<file path="src/rtl/vend_pkg.sv">
// Shared vending-machine definitions: validator FSM states, coin-type encoding
// and the default coin width bands used by coin_validator.
package vend_pkg;

   typedef enum logic [1:0] {
      ST_IDLE,
      ST_MEASURE,
      ST_JAM,
      ST_GUARD
   } validator_state_e;

   // Coin-type encoding, identical to the vending FSM's J input.
   localparam logic COIN_5  = 1'b0;
   localparam logic COIN_10 = 1'b1;

   localparam int unsigned DEF_W5_MIN  = 20;
   localparam int unsigned DEF_W5_MAX  = 40;
   localparam int unsigned DEF_W10_MIN = 60;
   localparam int unsigned DEF_W10_MAX = 100;
   localparam int unsigned DEF_GUARD   = 16;
   localparam int unsigned DEF_CNT_W   = 8;

   function automatic logic in_band(input logic [31:0] w,
                                    input logic [31:0] lo,
                                    input logic [31:0] hi);
      return (w >= lo) && (w <= hi);
   endfunction

endpackage

</file>
<file path="src/rtl/coin_debounce.sv">
// Synchroniser chain plus stability counter: level_o follows the synchronised
// sensor only after it has differed from level_o for DEBOUNCE consecutive cycles.
module coin_debounce #(
   parameter int unsigned SYNC_STAGES = 2,
   parameter int unsigned DEBOUNCE    = 4
) (
   input  logic clk,
   input  logic reset_i,
   input  logic sense_i,
   output logic level_o
);

   localparam int unsigned CW = (DEBOUNCE > 1) ? $clog2(DEBOUNCE) : 1;

   logic [SYNC_STAGES-1:0] sync_q;
   logic [CW-1:0]          cnt_q, cnt_d;
   logic                   level_q, level_d;
   logic                   s;

   assign s = sync_q[SYNC_STAGES-1];

   always_comb begin
      // NOTE: every combinational output gets a default first, so no path leaves
      // it unassigned and no latch is inferred.
      cnt_d   = '0;
      level_d = level_q;
      if (s != level_q) begin
         if (cnt_q == CW'(DEBOUNCE - 1)) begin
            level_d = s;
         end else begin
            cnt_d = cnt_q + 1'b1;
         end
      end
   end

   always_ff @(posedge clk) begin
      // NOTE: state registers use non-blocking assignments so every flop samples
      // pre-edge values, independent of statement order.
      if (reset_i) begin
         sync_q  <= '0;
         cnt_q   <= '0;
         level_q <= 1'b0;
      end else begin
         sync_q  <= {sync_q[SYNC_STAGES-2:0], sense_i};
         cnt_q   <= cnt_d;
         level_q <= level_d;
      end
   end

   assign level_o = level_q;

endmodule

</file>
<file path="src/rtl/coin_validator.sv">
// Coin chute front end: debounces the sensor, measures the blocked width and
// emits registered single-cycle accept/reject events for the vending FSM.
module coin_validator
   import vend_pkg::*;
#(
   parameter int unsigned SYNC_STAGES = 2,
   parameter int unsigned DEBOUNCE    = 4,
   parameter int unsigned W5_MIN      = DEF_W5_MIN,
   parameter int unsigned W5_MAX      = DEF_W5_MAX,
   parameter int unsigned W10_MIN     = DEF_W10_MIN,
   parameter int unsigned W10_MAX     = DEF_W10_MAX,
   parameter int unsigned GUARD       = DEF_GUARD,
   parameter int unsigned CNT_W       = DEF_CNT_W
) (
   input  logic clk,
   input  logic reset,
   input  logic coin_sense,
   input  logic accept_en,
   output logic coin_valid,
   output logic coin_ten,
   output logic coin_reject,
   output logic jam
);

   localparam int unsigned GW = (GUARD > 1) ? $clog2(GUARD) : 1;
   localparam logic [CNT_W-1:0] WIDTH_LIMIT = CNT_W'(W10_MAX);
   localparam logic [GW-1:0]    GUARD_LAST  = GW'(GUARD - 1);

   validator_state_e state_q, state_d;
   logic [CNT_W-1:0] width_q, width_d;
   logic [GW-1:0]    guard_q, guard_d;
   logic             d, d_prev_q;
   logic             valid_q, valid_d;
   logic             ten_q, ten_d;
   logic             reject_q, reject_d;
   logic             jam_q, jam_d;
   logic             is_5, is_10;

   coin_debounce #(
      .SYNC_STAGES(SYNC_STAGES),
      .DEBOUNCE   (DEBOUNCE)
   ) u_debounce (
      .clk    (clk),
      .reset_i(reset),
      .sense_i(coin_sense),
      .level_o(d)
   );

   assign is_5  = in_band(32'(width_q), W5_MIN, W5_MAX);
   assign is_10 = in_band(32'(width_q), W10_MIN, W10_MAX);

   always_comb begin
      state_d  = state_q;
      width_d  = width_q;
      guard_d  = guard_q;
      valid_d  = 1'b0;
      ten_d    = COIN_5;
      reject_d = 1'b0;
      unique case (state_q)
         ST_IDLE: begin
            // Only a genuine edge starts a coin; a level held over from GUARD does not.
            if (d && !d_prev_q) begin
               state_d = ST_MEASURE;
               width_d = CNT_W'(1);
            end
         end
         ST_MEASURE: begin
            if (d) begin
               if (width_q == WIDTH_LIMIT) state_d = ST_JAM;
               else                        width_d = width_q + 1'b1;
            end else begin
               if ((is_5 || is_10) && accept_en) begin
                  valid_d = 1'b1;
                  ten_d   = is_10 ? COIN_10 : COIN_5;
               end else begin
                  reject_d = 1'b1;
               end
               state_d = ST_GUARD;
               guard_d = '0;
            end
         end
         ST_JAM: begin
            if (!d) begin
               reject_d = 1'b1;
               state_d  = ST_GUARD;
               guard_d  = '0;
            end
         end
         ST_GUARD: begin
            if (guard_q == GUARD_LAST) state_d = ST_IDLE;
            else                       guard_d = guard_q + 1'b1;
         end
         default: state_d = ST_IDLE;
      endcase
      jam_d = (state_d == ST_JAM);
   end

   always_ff @(posedge clk) begin
      // NOTE: a synchronous reset clears every register here, including the
      // counters, so a coin interrupted by reset leaves nothing behind.
      if (reset) begin
         state_q  <= ST_IDLE;
         width_q  <= '0;
         guard_q  <= '0;
         d_prev_q <= 1'b0;
         valid_q  <= 1'b0;
         ten_q    <= 1'b0;
         reject_q <= 1'b0;
         jam_q    <= 1'b0;
      end else begin
         state_q  <= state_d;
         width_q  <= width_d;
         guard_q  <= guard_d;
         d_prev_q <= d;
         valid_q  <= valid_d;
         ten_q    <= ten_d;
         reject_q <= reject_d;
         jam_q    <= jam_d;
      end
   end

   assign coin_valid  = valid_q;
   assign coin_ten    = ten_q;
   assign coin_reject = reject_q;
   assign jam         = jam_q;

endmodule

</file>
<file path="config.mk">
export PLATFORM = sky130hd
export DESIGN_NAME = coin_validator
export DESIGN_NICKNAME = d
export VERILOG_FILES = /design/src/rtl/vend_pkg.sv /design/src/rtl/coin_debounce.sv /design/src/rtl/coin_validator.sv
export SDC_FILE = /design/constraint.sdc
export NUM_CORES = 1
export LEC_CHECK = 0
export BUFFER_PORTS_ARGS = -buffer_cell sky130_fd_sc_hd__buf_2
export CAP_MARGIN = 20
export CELL_PAD_IN_SITES_DETAIL_PLACEMENT = 1
export CELL_PAD_IN_SITES_GLOBAL_PLACEMENT = 1
export CORE_ASPECT_RATIO = 2
export CORE_MARGIN = 8
export CORE_UTILIZATION = 48
export DETAILED_ROUTE_END_ITERATION = 8
export GPL_TIMING_DRIVEN = 0
export PLACE_DENSITY = 0.92
export SLEW_MARGIN = 5
export SYNTH_ARGS = -nofsm -noshare
export SYNTH_HDL_FRONTEND = slang
export SYNTH_SLANG_ARGS = --single-unit
</file>
<file path="constraint.sdc">
create_clock -name clk -period 3.05 [get_ports clk]
set_input_delay 0.61 -clock clk [delete_from_list [all_inputs] [get_ports clk]]
set_output_delay 0.61 -clock clk [all_outputs]
set_load 0.02 [all_outputs]
</file>
==> key figures <==
Run status
  – Status: finished clean

Synth
  – Cells after synthesis: approximately 150
  – Top FF cell, synth: dfxtp_1
  – Sequential fraction of the synthesis area: between 30% and 40%
  – Synth warn: 0
  – Seq cells post-synth: 24
  – Mapped Area: approximately 0.0013 mm^2
  – Post-synth EDFFs: 0
  – Post-synth cell types: 44
  – Ys async rst share: 0%
  – Mean Syn Cell Area: 8.676 um^2
  – Syn nets: 165

Place
  – Detailed placement HPWL: about 2100 um
  – GP Congestion: 0.7410
  – DP Area: 0.001390 mm^2
  – I/O Buffers: 7

STA
  – Period Utilization, post-route: between 60 and 70%
  – Final Hold Vio Count: 0
  – Setup TNS Final: 0 ns
  – Clock skew: between 0.004 and 0.005 ns
  – Final Setup Violations: 0
  – Fmax: 504.3 MHz
  – Slew headroom: 70.36%
  – Slew Limit Fails: 0
  – Hold slack final: 0.4243 ns
  – Fin crit period: 1.983 ns
  – RSZ-0062 raised after global routing: false
  – Worst Max-Slew Pin Slew: 0.4386 ns

Setup path
  – Crit path DAT: approximately 2.2 ns
  – Worst EP required: 3.26 ns
  – CP Capture Type: flip-flop
  – Slowest cell on crit path: a2111o_1
  – Worst setup path start: state_q[1]$_SDFF_PP0_
  – CP cell instances: inv_1 > ha_1 > nand2b_1 > a2111o_1 > or3_1 > a21oi_1
  – CP Launch Type: flip-flop
  – Slowest cell delay on critical path: 0.48 ns
  – Reg-to-reg startpoint: state_q[1]$_SDFF_PP0_
  – CP Max Fanout: 8
  – Crit Path Class: flip-flop to flip-flop

Routing
  – DR vias/cell: 5.672
  – Drt total wl: between 2000 and 3000 um
  – Post-DRT Antenna Nets: 0
  – Starting DRT DRC Count: 7
  – WL per Instance: roughly 15 um
  – Via count: around 1.1k
  – Initial DRT Pass Iterations: 4
  – Number of remaining DRC errors: 0

Clocking
  – Resize count post-CTS: 0
  – Clk buf depth: 2
  – # Post-CTS Setup Buffers: 0
  – TritonCTS clock tree: built
  – Clk sink count: 24
  – Inserted Clock Buffers: 3
  – Cts hold-fix bufs: 0
  – Worst-Skew Late Latency: 0.27 ns
  – CTS Root Cell: clkbuf_8
  – Clk slew on worst S/H paths: 0.08 ns
  – H-Tree Depth: 1

Finish
  – Post-route cell area: between 0.001 and 0.0015 mm^2
  – Ratio of cells with drive above 1 in the final layout: ~13%
  – Ant. Diodes: 0
  – Area grow syn2layout: 10.82%
  – Commonest non-fill, non-tap cell in the layout: dfxtp_1
  – Layout Nets: about 180
  – Commonest non-fill, non-tap cells in the layout: dfxtp_1 (24), nor2_1 (17), buf_2 (10)

Global route
  – Vias in the first global route: ~1.1k
  – Global route overflow: 0
  – Global-route wire length before repair: ~5000 um
  – Initial antenna violation count: 0
  – Pin count of the biggest net entering global routing: 15
  – Total track usage: approximately 13%

Die
  – CORE AREA: 0.002669 mm^2
  – Io pins: 8
  – Die X-Extent: 53.07 um
  – Initial Util: 49.41%
  – Die height: 90.13 um
  – Full die area: 0.004782 mm^2
  – Rows: 27

Hold path
  – Worst min-delay path category: flip-flop to flip-flop
  – Min-delay src: u_debounce.cnt_q[0]$_SDFF_PP0_

Power
  – LEAKAGE: 0.5491 nW
  – Worst vdd ir: approximately 0.43 mV
  – Power per Cell Area: 549.8 mW/mm^2
  – PnR Total Power: 0.8035 mW

Job
  – Max_cap viols: 0
-- registers in the layout (all words and copies together), names as in the netlist, 2 cells and up --
register           count
width_q                8
u_debounce.sync_q      2
guard_q                4
u_debounce.cnt_q       2
state_q                2
-- worst max-delay path, delay by kind of cell (launching register included) --
| family | cells | cell delay (ns) |
|---|---|---|
| flip-flops | 1 | 0.37 |
| adder cells (fa/ha/maj) | 1 | 0.32 |
| AO/OA/AOI/OAI | 2 | 0.62 |
| AND/OR/NAND/NOR | 2 | 0.48 |
| buffers and inverters | 1 | 0.13 |
-- cell families after synthesis --
kind of cell               share of synthesized area, %
AOI/OAI and AO/OA                                 16.51
and+or+nand+nor                                   27.23
buffers and inverters                             5.692
xor gates and xnor gates                          3.321
muxes                                             2.277
DFF                                               36.43
adders and majority gates                         8.539
-- final cells by class --
type	instances	area, um^2
Buffer	6	41.29
Tap cell	29	36.28
Inverter	9	33.78
Clock buffer	3	41.29
Fill cell	325	1207
Timing Repair Buffer	7	35.03
Multi-Input combinational cell	113	763.2
Clock inverter	1	30.03
Sequential cell	24	480.5
-- where the power goes --
group	total, mW	internal (mW)	switching (mW)	leakage [nW]
clock	0.279	0.176	0.104	0.0357
sequential	0.354	0.336	0.0186	0.194
combinational	0.170	0.0693	0.101	0.320
-- routing by layer --
layer  GRT usage, %  up-vias  wire (um)
met5              0        -          0
met4          6.356        0         77
met3          1.485        7         70
met2          20.96       12       1406
met1          15.34      515       1371
li1               -      555          -
-- cell usage after synthesis, drive strengths merged, types with 2 or more instances --
cell type	number	area (um^2)
dfxtp	24	480.5
nor2	17	63.81
a21oi	9	45.04
ha	9	112.6
inv	9	33.78
nand2	9	33.78
nand3	7	35.03
nor2b	6	37.54
buf	5	37.53
o21ai	5	25.02
or3	5	31.28
a21o	3	22.52
mux2i	3	30.03
nand2b	3	18.77
o31ai	3	22.52
xor2	3	26.28
a211oi	2	15.01
and3	2	17.52
nand4	2	12.51
nor3	2	10.01
nor3b	2	15.01
xnor2	2	17.52
-- through the flow --
step | cells | utilization [%] | setup slack, ns
floorplan | 152 | - | 1.303
global placement | 188 | 52.09 | 1.174
detailed placement | 188 | 52.09 | 1.131
CTS | 192 | 54.76 | 1.062
global route | 192 | 54.76 | 0.9304
finish | 192 | 54.76 | 1.067
-- final timing paths --
check | end | slack [ns] | depth (start not counted)
max | width_q[7]$_SDFFE_PP0P_ | 1.07 | 6
min | u_debounce.cnt_q[0]$_SDFF_PP0_ | 0.42 | 1
min reg2reg | u_debounce.cnt_q[0]$_SDFF_PP0_ | 0.42 | 1
max reg2reg | width_q[7]$_SDFFE_PP0P_ | 1.07 | 6
(Power assumes the default switching activity.)
